`src/rtl/wb_regfile.sv`:
```
// Writeback stage and register file for the 16-bit core.
// Selects the writeback value from MEM/WB, commits it to the register file,
// and serves two combinational read ports with same-cycle write bypass.
// Also records the last committed write for debug and trace.

// One combinational read port. Priority: hard-wired zero register, then
// bypass of the in-flight commit, then the stored array value.
module wb_rdport #(
    parameter int DATA_W   = 16,
    parameter int ADDR_W   = 3,
    parameter int ZERO_REG = 1
) (
    input  logic [ADDR_W-1:0]                    addr,
    input  logic [(1<<ADDR_W)-1:0][DATA_W-1:0]   regs,
    input  logic                                 wb_active,
    input  logic [ADDR_W-1:0]                    wb_rd,
    input  logic [DATA_W-1:0]                    wb_data,
    output logic [DATA_W-1:0]                    rdata
);
    // Read-port priority mux
    always_comb begin
        rdata = regs[addr];
        if ((ZERO_REG != 0) && (addr == '0))
            rdata = '0;
        else if (wb_active && (addr == wb_rd))
            rdata = wb_data;
    end
endmodule

module wb_regfile #(
    parameter int DATA_W   = 16,
    parameter int ADDR_W   = 3,
    parameter int ZERO_REG = 1
) (
    input  logic              CLK,
    input  logic              ResetN,
    input  logic              WBRegWrite,
    input  logic [1:0]        WBRegStore,
    input  logic [DATA_W-1:0] WBPCP2,
    input  logic [DATA_W-1:0] WBALUResult,
    input  logic [DATA_W-1:0] WBStoreMem,
    input  logic [ADDR_W-1:0] WBRd,
    input  logic [ADDR_W-1:0] RAddr1,
    input  logic [ADDR_W-1:0] RAddr2,
    output logic [DATA_W-1:0] RData1,
    output logic [DATA_W-1:0] RData2,
    output logic [DATA_W-1:0] WBData,
    output logic              WBActive,
    output logic [ADDR_W-1:0] LastRd,
    output logic [DATA_W-1:0] LastData,
    output logic [15:0]       WriteCount
);
    localparam int NUM_REGS = 1 << ADDR_W;
    localparam int NUM_PORTS = 2;

    logic [NUM_REGS-1:0][DATA_W-1:0]  regs;
    logic [NUM_PORTS-1:0][ADDR_W-1:0] raddr;
    logic [NUM_PORTS-1:0][DATA_W-1:0] rdata;
    logic                             zero_hit;

    // Writeback source select; 11 selects nothing and yields zero
    always_comb begin
        case (WBRegStore)
            2'b00:   WBData = WBALUResult;
            2'b01:   WBData = WBStoreMem;
            2'b10:   WBData = WBPCP2;
            default: WBData = '0;
        endcase
    end

    // Writes to a hard-wired zero register are dropped entirely, so they
    // neither bypass nor count as commits.
    assign zero_hit = (ZERO_REG != 0) && (WBRd == '0);
    assign WBActive = ResetN & WBRegWrite & (WBRegStore != 2'b11) & ~zero_hit;

    // Commit to the array and update the trace record; reset wins over a same-edge commit
    always_ff @(posedge CLK or negedge ResetN) begin
        if (!ResetN) begin
            regs       <= '0;
            LastRd     <= '0;
            LastData   <= '0;
            WriteCount <= '0;
        end else if (WBActive) begin
            regs[WBRd] <= WBData;
            LastRd     <= WBRd;
            LastData   <= WBData;
            WriteCount <= WriteCount + 16'd1;
        end
    end

    assign raddr[0] = RAddr1;
    assign raddr[1] = RAddr2;

    for (genvar g = 0; g < NUM_PORTS; g++) begin : g_rd
        wb_rdport #(
            .DATA_W   (DATA_W),
            .ADDR_W   (ADDR_W),
            .ZERO_REG (ZERO_REG)
        ) u_rd (
            .addr      (raddr[g]),
            .regs      (regs),
            .wb_active (WBActive),
            .wb_rd     (WBRd),
            .wb_data   (WBData),
            .rdata     (rdata[g])
        );
    end

    assign RData1 = rdata[0];
    assign RData2 = rdata[1];
endmodule
```
`config.mk`:
```
export PLATFORM = sky130hd
export DESIGN_NAME = wb_regfile
export DESIGN_NICKNAME = d
export VERILOG_FILES = /design/src/rtl/wb_regfile.sv
export SDC_FILE = /design/constraint.sdc
export NUM_CORES = 1
export LEC_CHECK = 0
export BUFFER_PORTS_ARGS = -buffer_cell sky130_fd_sc_hd__buf_2
export CAP_MARGIN = 40
export CORE_UTILIZATION = 52
export CTS_BUF_LIST = sky130_fd_sc_hd__clkbuf_8 sky130_fd_sc_hd__clkbuf_16
export CTS_CLUSTER_DIAMETER = 150
export CTS_CLUSTER_SIZE = 16
export DETAILED_ROUTE_END_ITERATION = 10
export GPL_TIMING_DRIVEN = 1
export MAX_ROUTING_LAYER = met4
export PLACE_DENSITY = 0.77
export RECOVER_POWER = 50
export SYNTH_ARGS = -nofsm -noshare
export SYNTH_HDL_FRONTEND = slang
export SYNTH_SLANG_ARGS = --single-unit
```
`constraint.sdc`:
```
create_clock -name CLK -period 1.7 [get_ports CLK]
set_input_delay 0.17 -clock CLK [delete_from_list [all_inputs] [get_ports CLK]]
set_output_delay 0.17 -clock CLK [all_outputs]
set_load 0.005 [all_outputs]
```
==> flow_summary.toml, run 1 <==
[outcome]
outcome = "finished with violations"
violations = "negative setup slack"

[sta]
setup_violations = 132
tns_ps = -21910
period_needed_ps = 2200
fmax_ghz = 0.454
report.final.slew_viol_count = 0
tightest_slew_ps = 1150
rsz0062_at_grt = "true"
skew_ps = 8.30
postLayoutSetupSlackWorst_ps = -502
hold_viol = 0
maxSlewHeadroom = 0.231
post-route-period-util = 1.30

[clocking]
cts.sinks = 163
clock-root-buffer = "clkbuf_16"
clk-insertion-delay-late_ps = 430
numCtsBuffers = 17
cts_tree = "built"
htreeDepth = 4
clk_transition_reported_paths_ps = 60
clockBufferDepth = 2

[synth]
synth.ff_latch_count = 163
syn_inst = 827
synthesis.nets = 890
ys_seq_area_frac = 0.455
synth.yosys.warnings = 0
netlist_area_sq_um = 8960
avgSynthCellArea_sq_um = 10.8
synth_cell_type_count = 37

[finish]
area_growth_pct = 28.7
regArea_sq_um = 4080
antenna_cells = 0
final_util = 0.691
nets = 1072
layout-drive-gt1-share = 0.431
fillers = 1152
multi_input_area_sq_um = 4770
stdcell_count = 1242

[power]
power_mw = 13.0
power.density_nw_per_um2 = 1130
power_leakage_nw = 5.39
peakVddDrop_uv = 810

[worst_hold_path]
hp-start = "WBRd[2]"
whs_path_depth = 3
min_path_type = "in -> reg"

[die]
start_util = 0.536
die_w_um = 133
boundaryPins = 146
die_h_um = 133
fp-row-count = 47
die-area_sq_um = 17800
core_sq_um = 16700

[setup_path]
worstPathArrival_ps = 2030
r2r_slack_ps = 310
path_delay_family = "multiplexers"
ff2ff_path_depth = 4
startpoint = "regs[65]"
crit_cells = 5
critPathLaunchType = "flop"
r2r-start = "WriteCount[4]"
worst-setup-path-type = "reg -> out"
crit_buf_inv = 1
crit_chain = "mux4_2, mux2_4, a31oi_4, a211oi_2, buf_2"
slowest_stage = "mux4_2"
critPathCaptureType = "output port"
required_ps = 1530
critPathMaxStageDelay_ps = 490
cp_max_fo = 3

[placed_design]
place_congestion = 0.878
placed_cells = 1185
port_buffers = 145
dp_hpwl_um = 17400

[route]
drc = 0
vias = 7744
drtPass1Iterations = 5
drt-total-wl_um = 27400
drt_iter0_markers = 710
wl_per_cell_um = 22.1
vias_per_cell = 6.24
ant_nets = 0

[global_route]
antenna_found_initial = 0
first_global_vias = 7600
grt_max_degree = 65
overflow = 0
grt_pass1_wl_um = 41200
grt_usage = 0.319

[job]
max-cap-violations = 0
[registers in the layout, summed over array words and instances (netlist names)]
signal	cells
regs	128
WriteCount	16
LastData	16
LastRd	3
[cells by family after synthesis]
kind of cell	share of synthesized area
compound gates	0.144
simple gates	0.0959
flops	0.455
buf+inv	0.0642
mux	0.219
xor+xnor	0.0205
fa+ha+maj	0.00140
[worst min-delay path: stages]
cell and delay, ps:
buf_2 90, buf_4 160, a22o_1 140
[layer usage]
layer / vias to the layer above / share of wire / track usage
li1: 3349 / - / -
met4: 0 / 0.049 / 0.165
met2: 486 / 0.46 / 0.476
met3: 112 / 0.090 / 0.0791
met5: - / 0 / -
met1: 3797 / 0.40 / 0.405
[repair_timing]
item                                    CTS  global route
setup buffers                            10            16
resized for setup                        61            16
pin swaps                                21             1
endpoints found under the setup margin   32            37
endpoints found under the hold margin    45            45
[worst paths after layout]
kind / to
setup reg to reg: WriteCount[15]
min in group asynchronous: regs[120]
setup / recovery: RData1[1]
hold reg to reg: regs[10]
max in group asynchronous: regs[81]
hold / removal: LastRd[2]
[where the power goes]
part / leakage [nW] / switching, mW / total, mW / internal (mW)
Combinational: 2.97 / 1.75 / 3.71 / 1.96
Sequential: 2.10 / 0.641 / 5.23 / 4.59
Clock: 0.320 / 1.53 / 4.09 / 2.55
Total: 5.39 / 3.93 / 13.0 / 9.11
[cell usage after synthesis]
| cell type | number | share of area |
|---|---|---|
| clkbuf_1 | 55 | 0.023 |
| o21ai_1 | 46 | 0.026 |
| buf_1 | 5 | 0.0021 |
| inv_2 | 1 | 0.00042 |
| a22o_1 | 3 | 0.0029 |
| nor2_1 | 51 | 0.021 |
| a21oi_1 | 48 | 0.027 |
| nand3_1 | 4 | 0.0022 |
| buf_6 | 10 | 0.013 |
| nand2_1 | 104 | 0.044 |
| nor4_1 | 3 | 0.0021 |
| and2_1 | 3 | 0.0021 |
| a211oi_2 | 20 | 0.028 |
| and3_1 | 3 | 0.0021 |
| mux4_2 | 64 | 0.16 |
| a31oi_1 | 32 | 0.022 |
| and4_1 | 2 | 0.0020 |
| ha_1 | 1 | 0.0014 |
| nand3_2 | 1 | 0.0011 |
| buf_2 | 31 | 0.017 |
| inv_1 | 17 | 0.0071 |
| dfrtp_1 | 163 | 0.46 |
| and4b_1 | 2 | 0.0022 |
| nand2_2 | 1 | 0.00070 |
| and2_0 | 1 | 0.00070 |
| mux2i_1 | 16 | 0.018 |
| buf_4 | 2 | 0.0017 |
| mux2_2 | 32 | 0.040 |
| a211oi_1 | 12 | 0.010 |
| nor2b_1 | 3 | 0.0021 |
| xnor2_1 | 8 | 0.0078 |
| nand4_1 | 10 | 0.0070 |
| xor2_1 | 13 | 0.013 |
| nor3_1 | 8 | 0.0045 |
| o21ai_0 | 50 | 0.028 |
| or3_4 | 1 | 0.0013 |
| nand4b_1 | 1 | 0.00098 |
[through the flow]
stage	setup WS, ps	hold slack [ps]	cell area (sq um)
2_1_floorplan	-7.45	-126	8970
3_3_place_gp	-389	338	10400
3_5_place_dp	-283	336	10400
4_1_cts	-455	-116	11400
5_1_grt	-541	170	11500
6_report	-502	166	11500
[placed cells by master (no fill, tap or decap), types with 27 or more instances in the layout]
cell | netlist | final
o21ai_1 | 46 | 31
buf_2 | 31 | 139
a211oi_2 | 20 | 27
nand2_1 | 104 | 104
buf_4 | 2 | 97
dfrtp_1 | 163 | 163
mux4_2 | 64 | 64
nor2_1 | 51 | 51
o21ai_0 | 50 | 65
a21oi_1 | 48 | 46
[final cells by class]
class / count / share of cell area
Timing Repair Buffer: 266 / 0.149
Sequential cell: 163 / 0.354
Multi-Input combinational cell: 543 / 0.413
Tap cell: 220 / 0.0239
Clock inverter: 12 / 0.0141
Inverter: 18 / 0.00586
Clock buffer: 20 / 0.0405
(Power assumes the default switching activity.)
==> run 2: changes to the inputs <==
--- a/config.mk
+++ b/config.mk
@@ -8,7 +8,6 @@
 export BUFFER_PORTS_ARGS = -buffer_cell sky130_fd_sc_hd__buf_2
 export CAP_MARGIN = 40
 export CORE_UTILIZATION = 52
-export CTS_BUF_LIST = sky130_fd_sc_hd__clkbuf_8 sky130_fd_sc_hd__clkbuf_16
 export CTS_CLUSTER_DIAMETER = 150
 export CTS_CLUSTER_SIZE = 16
 export DETAILED_ROUTE_END_ITERATION = 10
==> flow_summary.toml, run 2 (synthesis results as in run 1) <==
[setup_path]
critPathCaptureType = "output port"
crit_chain = "mux4_2, mux2_4, a31oi_4, a211oi_2, buf_2"
cp_max_fo = 3
critPathLaunchType = "flop"
worstPathArrival_ps = 2030
crit_buf_inv = 1
required_ps = 1530
slowest_stage = "mux4_2"
worst-setup-path-type = "reg -> out"
path_delay_family = "multiplexers"
critPathMaxStageDelay_ps = 490

[route]
wl_per_cell_um = 22.1
drc = 0
ant_nets = 0
drt_iter0_markers = 722
vias = 7745
vias_per_cell = 6.24
drt-total-wl_um = 27400
drtPass1Iterations = 6

[power]
peakVddDrop_uv = 809
clockPowerShare = 0.315
p_sw_frac = 0.301
seq_power_share = 0.401
power_leakage_nw = 5.38
p_comb_frac = 0.284
power_mw = 13.1
power.density_nw_per_um2 = 1130
intPower_mw = 9.12
p_switching_mw = 3.93

[clocking]
cts.sinks = 163
clk-insertion-delay-late_ps = 430
htreeDepth = 4
clockBufferDepth = 2
clk_transition_reported_paths_ps = 60
numCtsBuffers = 17
clock-root-buffer = "clkbuf_16"
cts_tree = "built"

[sta]
hold_viol = 0
postLayoutSetupSlackWorst_ps = -500
hold_ws_ps = 167
rsz0062_at_grt = "true"
tightest_slew_ps = 1180
post-route-period-util = 1.29
skew_ps = 7.74
report.final.slew_viol_count = 0
maxSlewHeadroom = 0.212
fmax_ghz = 0.455
period_needed_ps = 2200
setup_violations = 136
tns_ps = -24610

[worst_hold_path]
min_path_type = "in -> reg"

[finish]
antenna_cells = 0
area_growth_pct = 28.7
final_cell_mix = "dfrtp_1 (163), buf_2 (139), nand2_1 (104), buf_4 (97), o21ai_0 (65)"
mostFrequentLayoutCell = "dfrtp_1"
reg_top3 = "regs (128), LastData (16), WriteCount (16)"
regMostFlops = "regs"
nets = 1072
layout-drive-gt1-share = 0.431
largest_reg_flops = 128

[die]
die_w_um = 133
die-area_sq_um = 17800
fp-row-count = 47
start_util = 0.536
die_h_um = 133
boundaryPins = 146
core_sq_um = 16700

[global_route]
first_global_vias = 7600
overflow = 0
grt_pass1_wl_um = 41200
grt_usage = 0.319
grt_max_degree = 65
antenna_found_initial = 0

[placed_design]
place_congestion = 0.878
dp_hpwl_um = 17400
port_buffers = 145

[outcome]
outcome = "finished with violations"
violations = "negative setup slack"

[job]
max-cap-violations = 0
-- run 2: worst paths after layout --
path,depth (start not counted),from,endpoint,slack (ps)
setup / recovery,5,regs[65],RData1[1],-500
min in group asynchronous,2,ResetN,regs[120],370
setup reg to reg,4,WriteCount[4],WriteCount[15],300
hold reg to reg,0,regs[6],regs[6],400
hold / removal,3,WBRd[2],LastRd[2],170
max in group asynchronous,3,ResetN,regs[81],-140
-- run 2: through the flow --
| step | setup slack (ps) | cells | util | instance area, sq um |
|---|---|---|---|---|
| floorplan | -7.45 | 827 | - | 8970 |
| CTS | -455 | 1226 | 0.685 | 11400 |
| finish | -500 | 1242 | 0.691 | 11500 |
| global placement | -389 | 1184 | 0.620 | 10400 |
| global route | -541 | 1242 | 0.691 | 11500 |
| detailed placement | -283 | 1185 | 0.621 | 10400 |
-- run 2: layer usage --
metal / vias up / global-route usage / share of wire
li1: 3345 / - / -
met1: 3805 / 0.405 / 0.39
met2: 477 / 0.476 / 0.46
met3: 118 / 0.0791 / 0.093
met4: 0 / 0.165 / 0.051
met5: - / - / 0
-- run 2: timing repair --
item	4_1_cts	5_1_grt
gates resized for setup	61	16
setup buffers	10	16
hold endpoints to repair	45	45
gates cloned	0	0
pin swaps	21	1
setup endpoints to repair	32	37
-- run 2: power by group through the flow --
stage | clock (mW) | combinational [mW] | sequential, mW
floorplan | 0 | 1.96 | 5.06
detailed placement | 0 | 3.05 | 5.24
CTS | 4.13 | 3.45 | 5.19
global placement | 0 | 2.94 | 5.19
finish | 4.11 | 3.71 | 5.23
global route | 4.30 | 3.98 | 5.32
-- run 2: final cells by class --
cell class | count | area, sq um
clock buffers | 23 | 478
clock inverters | 9 | 151
fillers | 1152 | 5170
inverters | 18 | 67.6
multi-input cells | 543 | 4770
flip-flops and latches | 163 | 4080
well taps | 220 | 275
repair buffers | 266 | 1720
-- run 2: worst register-to-register path: stages (launching register included) --
cell	delay, ps
dfrtp_1	430
and4_1	260
nand4_1	200
nor3_1	270
xor2_1	160
